==> src/rtl/decoder_pkg.sv <==
// Shared encodings for the one-hot decoder / scan sequencer.
package decoder_pkg;

  localparam logic MODE_DIRECT = 1'b0;
  localparam logic MODE_SCAN   = 1'b1;

  typedef enum logic [1:0] {
    IDLE   = 2'd0,
    DIRECT = 2'd1,
    SCAN   = 2'd2
  } dec_state_t;

endpackage

==> src/rtl/onehot_dec.sv <==
// Combinational SEL_W-to-2^SEL_W one-hot decoder with enable.
// The output is all-zero when en is low.
module onehot_dec #(
  parameter  int SEL_W = 4,
  localparam int OUT_N = 1 << SEL_W
) (
  input  logic             en,
  input  logic [SEL_W-1:0] sel,
  output logic [OUT_N-1:0] y
);

  // Set exactly one bit when enabled.
  always_comb begin
    // NOTE: assigning a default before any conditional assignment keeps
    // combinational logic from inferring a latch.
    y = '0;
    if (en) begin
      y[sel] = 1'b1;
    end
  end

endmodule

==> src/rtl/decoder_scan_nx.sv <==
// N-to-2^N one-hot decoder with registered outputs and an auto-scan
// sequencer. DIRECT decodes a with one cycle of latency; SCAN steps a
// one-hot line through all outputs, holding each for dwell+1 cycles.
module decoder_scan_nx
  import decoder_pkg::*;
#(
  parameter  int SEL_W   = 4,
  parameter  int DWELL_W = 8,
  localparam int OUT_N   = 1 << SEL_W
) (
  input  logic               clk,
  input  logic               rst,
  input  logic               en,
  input  logic               mode,
  input  logic [SEL_W-1:0]   a,
  input  logic [DWELL_W-1:0] dwell,
  output logic [OUT_N-1:0]   y,
  output logic [SEL_W-1:0]   idx,
  output logic               valid,
  output logic               wrap
);

  dec_state_t         state;
  dec_state_t         state_nxt;
  logic [DWELL_W-1:0] cnt;
  logic [DWELL_W-1:0] cnt_nxt;
  logic [SEL_W-1:0]   idx_nxt;
  logic               wrap_nxt;
  logic               active_nxt;
  logic [OUT_N-1:0]   y_nxt;

  // Next state, next index, dwell counter and wrap flag.
  always_comb begin
    state_nxt = IDLE;
    idx_nxt   = idx;
    cnt_nxt   = '0;
    wrap_nxt  = 1'b0;

    if (en) begin
      state_nxt = (mode == MODE_SCAN) ? SCAN : DIRECT;
    end

    unique case (state_nxt)
      DIRECT: begin
        idx_nxt = a;
      end
      SCAN: begin
        if (state != SCAN) begin
          // Scan always restarts from a; no position is resumed.
          idx_nxt = a;
          cnt_nxt = dwell;
        end else if (cnt != '0) begin
          cnt_nxt = cnt - DWELL_W'(1);
        end else begin
          idx_nxt  = idx + SEL_W'(1);
          cnt_nxt  = dwell;
          wrap_nxt = &idx;
        end
      end
      default: begin
        // IDLE: idx keeps its last value, counter is cleared.
      end
    endcase
  end

  assign active_nxt = (state_nxt != IDLE);

  // y is decoded from the next index so it lines up with idx and valid.
  onehot_dec #(.SEL_W(SEL_W)) u_dec (
    .en  (active_nxt),
    .sel (idx_nxt),
    .y   (y_nxt)
  );

  // FSM and output registers; reset dominates every other input.
  always_ff @(posedge clk) begin
    // NOTE: sequential state uses non-blocking assignments so every
    // register samples pre-edge values regardless of statement order.
    if (rst) begin
      state <= IDLE;
      cnt   <= '0;
      idx   <= '0;
      y     <= '0;
      valid <= 1'b0;
      wrap  <= 1'b0;
    end else begin
      state <= state_nxt;
      cnt   <= cnt_nxt;
      idx   <= idx_nxt;
      y     <= y_nxt;
      valid <= active_nxt;
      wrap  <= wrap_nxt;
    end
  end

endmodule

==> config.mk <==
export PLATFORM = sky130hd
export DESIGN_NAME = decoder_scan_nx
export DESIGN_NICKNAME = d
export VERILOG_FILES = /design/src/rtl/decoder_pkg.sv /design/src/rtl/onehot_dec.sv /design/src/rtl/decoder_scan_nx.sv
export SDC_FILE = /design/constraint.sdc
export NUM_CORES = 1
export LEC_CHECK = 0
export CAP_MARGIN = 25
export CORE_MARGIN = 3
export CORE_UTILIZATION = 40
export DETAILED_ROUTE_END_ITERATION = 10
export MAX_ROUTING_LAYER = met4
export PLACE_DENSITY = 0.78
export SLEW_MARGIN = 25
export SYNTH_ARGS = -nofsm -noshare
export SYNTH_HDL_FRONTEND = slang
export SYNTH_SLANG_ARGS = --single-unit
==> constraint.sdc <==
create_clock -name clk -period 4.82 [get_ports clk]
set_input_delay 1.205 -clock clk [delete_from_list [all_inputs] [get_ports clk]]
set_output_delay 1.205 -clock clk [all_outputs]
set_load 0.03 [all_outputs]
==> impl_metrics.ini <==
[outcome]
status = complete, no violations

[synth]
yosys.area.top_type_share = 0.4895
synth.most_common_cell = dfxtp_1
yosysSeqAreaShare = 0.4895
syn_avg_cell_area_um2 = 9.348
synth_edf_count = 0
syn-num-nets = 158
yosys_warnings = 0
synth_area_leaders = dfxtp_1, nor2_1, nor3_1, a211oi_1, nand2_1
ys_types = 37
synth_top_cell_by_area = dfxtp_1
synthTopCellsByCount = dfxtp_1, nor2_1, nor3_1
ys_ff_latch = 32
async_reset_ff_frac = 0
syn_inst = 140
ys.flop_type = dfxtp_1
synth_area_um2 = 1309

[setup_path]
crit_required_ns = 5.04
arrival_ns = 3.11
cp-start-kind = input pin
reg2reg_from = cnt[0]
critPathKind = input pin to flop
r2r-end = y[1]
r2r_setup_slack_ns = 2.27
r2r_cells = 7
cp-end-kind = flop
crit_fanout = 8

[clock_tree]
cts_tree = yes
clock_path_buffers = 2
post_cts_buffers = 0
cts_resized = 0
clockRootBuffer = clkbuf_4
clkTransAtPathRegs_ns = 0.10
cts_sinks = 32
cts_htree_levels = 2
numCtsBuffers = 5
worstSkewPairLatency_ns = 0.31
holdBufCountCts = 0

[detailed_routing]
via_per_inst = 5.181
ant_nets = 0
dr_wl_met3_um = 188
routed.top_layer = met3
routed_wl_mm = 2.932
first_pass_iters = 4
drtIter0Drc = 22
wl_met2_mm = 1.542
drc = 0
wl_met1_mm = 1.201
vias = 1171
drt-wirelength-per-cell_um = 12.97

[power]
vdd_drop_max_mv = 0.1338
power_density_nw_per_um2 = 277.1
p_leak_uw = 0.0006689

[run]
drv_cap = 0

[timing]
fin_crit_ns = 2.883
drv_slew = 0
clock.fmax_ghz = 0.3469
period_share = 0.5981
worst_pin_slew_ns = 0.8990
rsz0062_at_grt = false
setup-tns-final_ns = 0
max_slew_margin = 0.3985
setup_violations = 0
finalHoldViolations = 0
finClkSkew_ns = 0.01129

[hold_path]
worstHoldPathType = flop to flop
min_to = cnt[4]
hold_depth = 2
min-delay-start = cnt[4]

[place]
dp_hpwl_mm = 2.298
place.gp.congestion = 0.8970
port_buffers = 37

[finish]
syn_to_final_growth_pct = 35.47
layout-drive-gt1-share = 0.05495
final_core_util = 0.5760
nets = 200
diodes = 0
nFillCells = 285

[floorplan]
core_um2 = 3078
die_h_um = 63.20
fp.dieW_um = 63.20
initial_core_util = 0.4252
io_pins = 38
fp-row-count = 20
die-area_um2 = 3994

[grt]
grt_pass1_vias = 1157
grt_pass1_wl_mm = 4.905
antenna_found_initial = 0
track_usage = 0.1574
overflow = 0
grt_max_degree = 16
per-layer routing:
layer	GRT usage	vias to the layer above
met4	0.04582	0
met2	0.2793	35
met5	-	-
met1	0.1665	543
li1	-	593
met3	0.05169	0
sequential cells by signal (all words and copies together), names as in the netlist:
name,count
idx,4
valid,1
wrap,1
y,16
cnt,8
state,2
cells by family (layout without fill, tap and decap cells):
group | count (synthesis) | in the layout | share of synthesized area
AND/OR/NAND/NOR | 75 | 75 | 0.3203
flip-flops | 32 | 32 | 0.4895
AO/OA/AOI/OAI | 19 | 19 | 0.1128
buffers and inverters | 6 | 48 | 0.01721
XOR/XNOR | 5 | 5 | 0.03347
adder cells (fa/ha/maj) | 2 | 2 | 0.01912
multiplexers | 1 | 1 | 0.007648
metrics by stage:
stage / instances / setup slack [ns] / total power (µW) / hold slack, ns / instance area (µm²)
finish: 226 / 1.937 / 491.2 / 0.5297 / 1773
global route: 226 / 1.732 / 517.7 / 0.5778 / 1773
CTS: 226 / 1.933 / 496.1 / 0.5305 / 1773
detailed placement: 219 / 1.607 / 361.8 / 0.5166 / 1727
global placement: 219 / 1.648 / 360.0 / 0.4983 / 1727
floorplan: 140 / 2.268 / 329.1 / 0.4844 / 1309
layout by cell type, fill, tap and decap left out, drive strengths merged, types with 2 or more instances in the layout:
cell | netlist | final
a211oi | 7 | 7
a311oi | 2 | 2
and3 | 2 | 2
and4 | 3 | 3
and4b | 2 | 2
clkbuf | 2 | 6
clkdlybuf4s50 | 0 | 37
dfxtp | 32 | 32
ha | 2 | 2
inv | 4 | 4
nand2 | 9 | 9
nand3 | 3 | 3
nand3b | 2 | 2
nand4 | 2 | 2
nor2 | 23 | 23
nor2b | 2 | 2
nor3 | 14 | 14
nor3b | 4 | 4
nor4b | 2 | 2
o21a | 2 | 2
o21ai | 2 | 2
or3 | 2 | 2
xnor2 | 3 | 3
xor2 | 2 | 2
area by class of cell:
type | count | area [µm²] | share of cell area
clock buffer | 6 | 41.29 | 0.02329
clock inverter | 1 | 5.005 | 0.002823
inverter | 4 | 15.01 | 0.008469
multi-input combinational | 102 | 645.6 | 0.3641
sequential | 32 | 640.6 | 0.3613
tap | 44 | 55.05 | 0.03105
timing repair buffer | 37 | 370.4 | 0.2089
report_power, final:
| group | leakage, µW | total, µW | switching [µW] | internal [µW] |
|---|---|---|---|---|
| combinational | 0.000381 | 78.1 | 42.5 | 35.6 |
| clock | 0.0000281 | 135 | 81.4 | 53.7 |
| sequential | 0.000260 | 278 | 6.94 | 271 |
| total | 0.000669 | 491 | 131 | 360 |
how the worst max path moves through the flow:
stage / depth (start not counted) / start / to / slack, ns
final: 6 / en / y[1] / 1.94
after global routing: 6 / en / y[7] / 1.73
after CTS: 6 / en / y[7] / 1.93
after detailed placement: 6 / en / y[7] / 1.61
after global placement: 6 / en / y[5] / 1.65
after floorplan: 6 / mode / y[5] / 2.27
critical path, cell delays in order:
cell	delay (ns)
clkdlybuf4s50_1	0.53
and4b_1	0.28
and4_1	0.21
a2111o_1	0.42
or2_4	0.30
nor3_1	0.15
(Power assumes the default switching activity.)
